--- src/rtl/custom_mode_pkg.sv ---
// Shared definitions for the custom-mode result path: FSM encoding and
// result-slot indices used by the result writer.
package custom_mode_pkg;

   typedef enum logic [1:0] {
      ST_IDLE  = 2'd0,
      ST_WRITE = 2'd1,
      ST_DONE  = 2'd2
   } state_e;

   localparam int NUM_RESULTS = 4;

   localparam logic [1:0] IDX_C11 = 2'd0;
   localparam logic [1:0] IDX_C12 = 2'd1;
   localparam logic [1:0] IDX_C21 = 2'd2;
   localparam logic [1:0] IDX_C22 = 2'd3;

endpackage : custom_mode_pkg

--- src/rtl/custom_result_writer.sv ---
// Captures the four 2x2 custom-mode results on the rising edge of the engine's
// done level and streams them to the result memory over valid/ready.
module custom_result_writer
   import custom_mode_pkg::*;
#(
   parameter int ADDR_W = 8,
   parameter int DATA_W = 8
) (
   input  logic              clk,
   input  logic              rst,
   input  logic              custom_mode_done,
   input  logic [DATA_W-1:0] c11_custom,
   input  logic [DATA_W-1:0] c12_custom,
   input  logic [DATA_W-1:0] c21_custom,
   input  logic [DATA_W-1:0] c22_custom,
   input  logic [ADDR_W-1:0] base_addr,
   output logic              mem_wr_en,
   output logic [ADDR_W-1:0] mem_addr,
   output logic [DATA_W-1:0] mem_wdata,
   input  logic              mem_ready,
   output logic              busy,
   output logic              write_done
);

   state_e            state_q, state_d;
   logic              done_q;
   logic [1:0]        idx_q, idx_d;
   logic [ADDR_W-1:0] base_q, base_d;
   logic [DATA_W-1:0] r_q [NUM_RESULTS];
   logic [DATA_W-1:0] r_d [NUM_RESULTS];
   logic              capture;

   // done_q resets high so a done level held through reset is not an edge
   assign capture = custom_mode_done && !done_q;

   always_comb begin
      state_d = state_q;
      idx_d   = idx_q;
      base_d  = base_q;
      for (int i = 0; i < NUM_RESULTS; i++) begin
         r_d[i] = r_q[i];
      end

      case (state_q)
         ST_IDLE: begin
            if (capture) begin
               state_d      = ST_WRITE;
               r_d[IDX_C11] = c11_custom;
               r_d[IDX_C12] = c12_custom;
               r_d[IDX_C21] = c21_custom;
               r_d[IDX_C22] = c22_custom;
               base_d       = base_addr;
               idx_d        = IDX_C11;
            end
         end
         ST_WRITE: begin
            if (mem_ready) begin
               idx_d = idx_q + 2'd1;
               if (idx_q == IDX_C22) begin
                  state_d = ST_DONE;
               end
            end
         end
         ST_DONE: begin
            if (!custom_mode_done) begin
               state_d = ST_IDLE;
            end
         end
         default: state_d = ST_IDLE;
      endcase
   end

   always_ff @(posedge clk) begin
      if (rst) begin
         state_q <= ST_IDLE;
         done_q  <= 1'b1;
         idx_q   <= '0;
         base_q  <= '0;
         for (int i = 0; i < NUM_RESULTS; i++) begin
            r_q[i] <= '0;
         end
      end else begin
         state_q <= state_d;
         done_q  <= custom_mode_done;
         idx_q   <= idx_d;
         base_q  <= base_d;
         for (int i = 0; i < NUM_RESULTS; i++) begin
            r_q[i] <= r_d[i];
         end
      end
   end

   // Outputs decode registered state only; address wraps modulo 2^ADDR_W
   assign mem_wr_en  = (state_q == ST_WRITE);
   assign busy       = (state_q == ST_WRITE);
   assign write_done = (state_q == ST_DONE);
   assign mem_addr   = mem_wr_en ? (base_q + ADDR_W'(idx_q)) : '0;
   assign mem_wdata  = mem_wr_en ? r_q[idx_q] : '0;

endmodule : custom_result_writer

--- config.mk ---
export PLATFORM = sky130hd
export DESIGN_NAME = custom_result_writer
export DESIGN_NICKNAME = d
export VERILOG_FILES = /design/src/rtl/custom_mode_pkg.sv /design/src/rtl/custom_result_writer.sv
export SDC_FILE = /design/constraint.sdc
export NUM_CORES = 1
export LEC_CHECK = 0
export CAP_MARGIN = 20
export CORE_UTILIZATION = 51
export DETAILED_ROUTE_END_ITERATION = 10
export GPL_TIMING_DRIVEN = 0
export PLACE_DENSITY_LB_ADDON = 0.25
export SLEW_MARGIN = 20
export SYNTH_ARGS = -nofsm -noshare
export SYNTH_HDL_FRONTEND = slang
export SYNTH_SLANG_ARGS = --single-unit
--- constraint.sdc ---
create_clock -name clk -period 5.43 [get_ports clk]
set_input_delay 1.086 -clock clk [delete_from_list [all_inputs] [get_ports clk]]
set_output_delay 1.086 -clock clk [all_outputs]
set_load 0.005 [all_outputs]
==> results.tsv, run 1 <==
stage	metric	value	unit
run_status	status	finished clean	
synthesis	synth_top_area_share	0.4376	
sta	slew_headroom	0.5606	
setup_path	crit_slowest_cell	clkdlybuf4s50_1	
final_layout	layout_commonest_cell	clkdlybuf4s50_1	
synthesis	post_synth_inst_count	165	
pwr	p_sw	0.1407	mW
die	die_w	67.62	um
pwr	irDropWorstVdd	0.0001505	V
sta	min_period_over_period	0.6140	
die	io_pins	63	
pwr	leakagePower	1.108	nW
placement	hpwl	3.246	mm
synthesis	ys_async_sr_fraction	0	
synthesis	synth_seq_cells	47	
run	maxCapViolations	0	
sta	finalClockSkew	0.006061	ns
drt	wl_per_cell	15.30	um
pwr	power	0.6897	mW
pwr	comb_power_share	0.105	
drt	drt-initial-drc-count	76	
clock_tree	clockBufferDepth	2	
sta	max_freq	300.0	MHz
sta	tightest_slew	0.6581	ns
drt	dr_total_vias	1535	
setup_path	cp-end-kind	output port	
global_routing	grt_pass1_wl	7.120	mm
synthesis	avgSynthCellArea	13.31	um2
clock_tree	cts_buffers	5	
final_layout	fillers	264	
pwr	p_seq_frac	0.588	
setup_path	cpPeakStageDelay	0.52	ns
final_layout	final_cell_mix	clkdlybuf4s50_1, and2_1, edfxtp_1	
synthesis	synth.distinct_cells	34	
synthesis	ys.flop_type	edfxtp_1	
sta	finalSetupTns	0	ns
sta	setup_violations	0	
sta	slew_violations	0	
setup_path	critical_path_class	reg -> out	
synthesis	synth.largest_area_cell	edfxtp_1	
synthesis	synth_edf_count	32	
die	dieArea	4572	um2
drt	drc	0	
setup_path	cp_top_family	buffers and inverters	
global_routing	overflow	0	
setup_path	path_buf_inv	2	
global_routing	antenna_found_initial	0	
synthesis	seq_area_frac_synth	0.5744	
die	fp.dieH	67.62	um
pwr	power.internal	0.5490	mW
setup_path	arrival	2.25	ns
pwr	powerDensity	232.3	nW/um2
sta	hold_slack	0.4986	ns
setup_path	critical_path_required	4.34	ns
global_routing	grt_pass1_vias	1574	
synthesis	yosys_warnings	0	
clock_tree	root_buffer	clkbuf_8	
clock_tree	clkTransAtPathRegs	0.08	ns
setup_path	crit_path_start_kind	register	
final_layout	antenna_cells	0	
final_layout	nNetsFinal	282	
placement	pre_cts_slack	1.803	ns
final_layout	areaGrowthSynthToFinish	35.21	%
setup_path	cp_max_fo	4	
clock_tree	cts_resized	0	
synthesis	synth_area	2196	um2
setup_path	worstPathCellList	ha_1, fa_1, inv_1, or3_1, a21oi_1, clkdlybuf4s50_1	
pwr	p_sw_frac	0.2040	
drt	ant_nets	0	
synthesis	syn-num-nets	213	
final_layout	multi_input_area	829.5	um2
global_routing	grt_start_max_net_pins	33	
clock_tree	cts_sinks	47	
drt	drt-pass1-iter-count	4	
worst_hold_path	hp-class	reg -> reg	
clock_tree	cts_tree	done	
sta	timing.final.hold_violations	0	
die	start_util	0.5412	
pwr	p_clk_frac	0.307	
sta	fin_crit	3.334	ns
clock_tree	h-tree-depth	2	
synthesis	synth_area_leaders	edfxtp_1, dfxtp_1, and2_1	
die	std_cell_rows	23	
placement	gp_congestion	0.8361	
final_layout	drive_gt1_frac	0.1191	
die	core	4058	um2
drt	drt_wl_total	4.361	mm
placement	portBuffers	62	
clock_tree	post_cts_buffers	0	
clock_tree	clkLatencyLatePin	0.29	ns
clock_tree	cts_hold_buf	0	
sta	rsz0062_at_grt	no	
final_layout	seq_area	1261	um2
sta	finalWorstSetupSlack	2.096	ns
drt	vias_per_cell	5.386	
global_routing	gr-usage-all-layers	0.2189	
[registers in the layout, indices dropped and copies added (netlist names), named ones only]
name and cells:
state_q 2, base_q 8, idx_q 2, done_q 1
r_q 32
[cells by family after synthesis]
logic type / synth area share
fa+ha+maj: 0.02621
buf+inv: 0.04786
xor+xnor: 0.007979
simple gates: 0.1920
compound gates: 0.06952
flops: 0.5744
mux: 0.08205
[cell type report]
| cell class | count | area share |
|---|---|---|
| flip-flops and latches | 47 | 0.4248 |
| multi-input cells | 102 | 0.2794 |
| repair buffers | 62 | 0.2090 |
| clock buffers | 7 | 0.02908 |
| plain buffers | 10 | 0.02781 |
| well taps | 50 | 0.02107 |
| inverters | 6 | 0.007585 |
| clock inverters | 1 | 0.001264 |
[synth_stat cells (2+ instances only)]
cell type	instances
buf_6	5
or3_1	3
o21ai_0	5
nand3_1	2
mux4_2	8
nor2_1	2
ha_1	3
buf_2	3
dfxtp_1	15
and2_1	42
inv_1	6
a22o_1	8
nand2b_1	3
or4_1	2
a21oi_1	8
edfxtp_1	32
[layer usage]
metal | global-route usage | vias to the layer above | routed length, um
li1 | - | 735 | -
met1 | 0.2489 | 735 | 1717
met2 | 0.3824 | 55 | 2299
met3 | 0.05912 | 10 | 246
met4 | 0.09309 | 0 | 97
met5 | 0 | - | 0
[per-stage QoR]
stage | instance area [um2] | utilization | cells
2_1_floorplan | 2196 | - | 165
3_3_place_gp | 2879 | 0.7095 | 277
3_5_place_dp | 2879 | 0.7095 | 277
4_1_cts | 2969 | 0.7317 | 285
5_1_grt | 2969 | 0.7317 | 285
6_report | 2969 | 0.7317 | 285
[power groups by stage]
stage               registers, mW  logic, mW  clock network, mW
floorplan                   0.411     0.0296                  0
global placement            0.413     0.0705                  0
detailed placement          0.415     0.0727                  0
CTS                         0.406     0.0732              0.214
global route                0.408     0.0795              0.228
finish                      0.406     0.0725              0.211
[final timing paths]
kind	cells after the start	start	slack, ns	end
max	6	idx_q[0]$_SDFFE_PP0P_	2.10	mem_addr[6]
min	1	base_q[0]$_SDFFE_PP0P_	0.50	base_q[0]$_SDFFE_PP0P_
max reg2reg	4	state_q[0]$_SDFFE_PP0P_	3.44	r_q[2][2]$_SDFFCE_PN0P_
min reg2reg	1	base_q[0]$_SDFFE_PP0P_	0.50	base_q[0]$_SDFFE_PP0P_
(Power assumes the default switching activity.)
==> run 2: changes to the inputs <==
--- a/config.mk
+++ b/config.mk
@@ -6,7 +6,7 @@
 export NUM_CORES = 1
 export LEC_CHECK = 0
 export CAP_MARGIN = 20
-export CORE_UTILIZATION = 51
+export CORE_UTILIZATION = 43
 export DETAILED_ROUTE_END_ITERATION = 10
 export GPL_TIMING_DRIVEN = 0
 export PLACE_DENSITY_LB_ADDON = 0.25
==> constraint.sdc (replaced) <==
create_clock -name clk -period 2.93 [get_ports clk]
set_input_delay 0.586 -clock clk [delete_from_list [all_inputs] [get_ports clk]]
set_output_delay 0.586 -clock clk [all_outputs]
set_load 0.005 [all_outputs]
==> results.tsv, run 2 (same netlist as run 1, synthesis figures left out) <==
stage	metric	value	unit
sta	rsz0062_at_grt	no	
sta	finalClockSkew	0.007067	ns
setup_path	critical_path_required	2.34	ns
pwr	power	1.265	mW
global_routing	grt_pass1_wl	6.589	mm
drt	drt-initial-drc-count	76	
run	maxCapViolations	0	
clock_tree	cts_hold_buf	0	
final_layout	layout_commonest_cell	clkdlybuf4s50_1	
die	fp.dieH	73.46	um
sta	tightest_slew	0.6337	ns
worst_hold_path	hp-class	reg -> reg	
setup_path	rr_startpoint	state_q[0]$_SDFFE_PP0P_	
drt	dr_total_vias	1476	
worst_hold_path	min_path_cells	1	
sta	min_period_over_period	0.9454	
placement	portBuffers	62	
sta	fin_crit	2.770	ns
placement	dp_cells	295	
setup_path	crit_slowest_cell	clkdlybuf4s50_1	
setup_path	critical_path_class	reg -> out	
drt	ant_nets	0	
final_layout	design_area	3009	um2
die	std_cell_rows	25	
placement	gp_congestion	0.7773	
die	start_util	0.4558	
final_layout	largest_register	r_q	
die	core	4817	um2
pwr	p_sw_frac	0.2095	
clock_tree	h-tree-depth	2	
die	die_w	73.46	um
setup_path	cpPeakStageDelay	0.51	ns
setup_path	r2r_end	r_q[3][2]$_SDFFCE_PN0P_	
worst_hold_path	whs_endpoint	base_q[0]$_SDFFE_PP0P_	
die	io_pins	63	
setup_path	worstPathCellList	ha_1, a21oi_1, or4_1, a21oi_1, clkdlybuf4s50_1	
setup_path	reg2reg_depth	5	
pwr	comb_power_share	0.110	
clock_tree	cts_tree	done	
global_routing	gr-usage-all-layers	0.1654	
sta	slew_headroom	0.5771	
setup_path	cp-end-kind	output port	
final_layout	areaGrowthSynthToFinish	37.04	%
clock_tree	cts_buffers	5	
clock_tree	post_cts_buffers	0	
setup_path	reg2reg_slack	0.81	ns
clock_tree	cts_resized	0	
final_layout	fillers	406	
worst_hold_path	hold_start	base_q[0]$_SDFFE_PP0P_	
pwr	powerDensity	420.5	nW/um2
placement	hpwl	3.023	mm
global_routing	grt_pass1_vias	1448	
setup_path	cp_max_fo	6	
clock_tree	cts_sinks	47	
pwr	irDropWorstVdd	0.0002085	V
clock_tree	clkLatencyLatePin	0.30	ns
setup_path	cp_top_family	buffers and inverters	
pwr	p_sw	0.2650	mW
pwr	p_seq_frac	0.593	
setup_path	crit_path_start_kind	register	
final_layout	final_cell_mix	clkdlybuf4s50_1, and2_1, edfxtp_1	
drt	drt_wl_total	4.138	mm
final_layout	antenna_cells	0	
sta	slew_violations	0	
pwr	p_clk_frac	0.297	
pwr	leakagePower	1.118	nW
global_routing	antenna_found_initial	0	
final_layout	drive_gt1_frac	0.1186	
drt	wl_per_cell	13.66	um
global_routing	overflow	0	
final_layout	largest_reg_flops	32	
setup_path	arrival	2.18	ns
clock_tree	clkTransAtPathRegs	0.08	ns
die	dieArea	5396	um2
setup_path	timing.critical_path.mode_cell	a21oi_1	
clock_tree	clockBufferDepth	2	
global_routing	grt_start_max_net_pins	19	
drt	drt-pass1-iter-count	4	
final_layout	largestRegisters	r_q x32, base_q x8	
sta	setup_violations	0	
sta	timing.final.hold_violations	0	
pwr	power.internal	1.000	mW
placement	dpl_cell_area	2928	um2
setup_path	cp.depth	5	
final_layout	fin_cells	303	
setup_path	path_buf_inv	1	
final_layout	nNetsFinal	283	
sta	max_freq	361.0	MHz
drt	drc	0	
drt	vias_per_cell	4.871	
clock_tree	root_buffer	clkbuf_8	
run_status	status	finished clean	
-- run 2: changes by cell type in the layout (fill, tap and decap cells not counted) --
cell and delta:
clkinv_1 -1, buf_16 +1, inv_1 +1, clkbuf_1 +1
clkinv_2 +1, clkbuf_8 -1, inv_2 -1
-- run 2: worst reg2reg max path, delay by kind of cell (launching register included) --
family          cells  cell delay [ns]
buf+inv             3             0.84
simple gates        1             0.44
flops               1             0.36
compound gates      1             0.19
-- run 2: area by class of cell --
cell class | count | area (um2) | area share
Buffer | 10 | 82.58 | 0.02744
Clock buffer | 7 | 76.32 | 0.02536
Clock inverter | 1 | 5.005 | 0.001663
Inverter | 6 | 22.52 | 0.007484
Multi-Input combinational cell | 102 | 829.5 | 0.2757
Sequential cell | 47 | 1261 | 0.4191
Tap cell | 67 | 83.83 | 0.02786
Timing Repair Buffer | 63 | 648.1 | 0.2154
-- run 2: metrics by stage --
| stage | setup TNS [ns] | hold slack (ns) | util | worst slack [ns] |
|---|---|---|---|---|
| detailed placement | 0 | 0.4771 | 0.6078 | 0.04842 |
| global placement | -5.308 | 0.4672 | 0.6021 | -0.1667 |
| floorplan | 0 | 0.4534 | - | 0.6252 |
| finish | 0 | 0.4919 | 0.6247 | 0.1599 |
| global route | 0 | 0.5087 | 0.6247 | 0.02431 |
| CTS | 0 | 0.4949 | 0.6247 | 0.1465 |
-- run 2: worst max-delay path by stage --
stage | slack, ns | endpoint | from
5_1_grt | 0.02 | mem_addr[6] | idx_q[0]$_SDFFE_PP0P_
4_1_cts | 0.15 | mem_addr[6] | idx_q[0]$_SDFFE_PP0P_
2_1_floorplan | 0.63 | r_q[0][0]$_SDFFCE_PN0P_ | custom_mode_done
3_3_place_gp | -0.17 | r_q[0][0]$_SDFFCE_PN0P_ | custom_mode_done
6_report | 0.16 | mem_addr[7] | idx_q[1]$_SDFFE_PP0P_
3_5_place_dp | 0.05 | r_q[0][2]$_SDFFCE_PN0P_ | custom_mode_done
-- run 2: routing by layer --
layer / routed length, um / track usage
met2: 2011 / 0.2701
met5: 0 / 0
met4: 63 / 0.04701
met1: 1838 / 0.2121
met3: 224 / 0.05213
-- run 2: power groups by stage --
stage	registers (mW)	logic (mW)	clock network [mW]
after global placement	0.766	0.133	0
after global routing	0.754	0.151	0.407
final	0.751	0.139	0.376
after detailed placement	0.767	0.140	0
after CTS	0.751	0.141	0.382
after floorplan	0.762	0.0549	0
==> run 3: changes to the inputs <==
--- a/config.mk
+++ b/config.mk
@@ -10,6 +10,7 @@
 export DETAILED_ROUTE_END_ITERATION = 10
 export GPL_TIMING_DRIVEN = 0
 export PLACE_DENSITY_LB_ADDON = 0.25
+export SKIP_LAST_GASP = 1
 export SLEW_MARGIN = 20
 export SYNTH_ARGS = -nofsm -noshare
 export SYNTH_HDL_FRONTEND = slang
==> results of run 3 <==
Same layout as run 2: the final DEF is identical, and so are final timing and power.
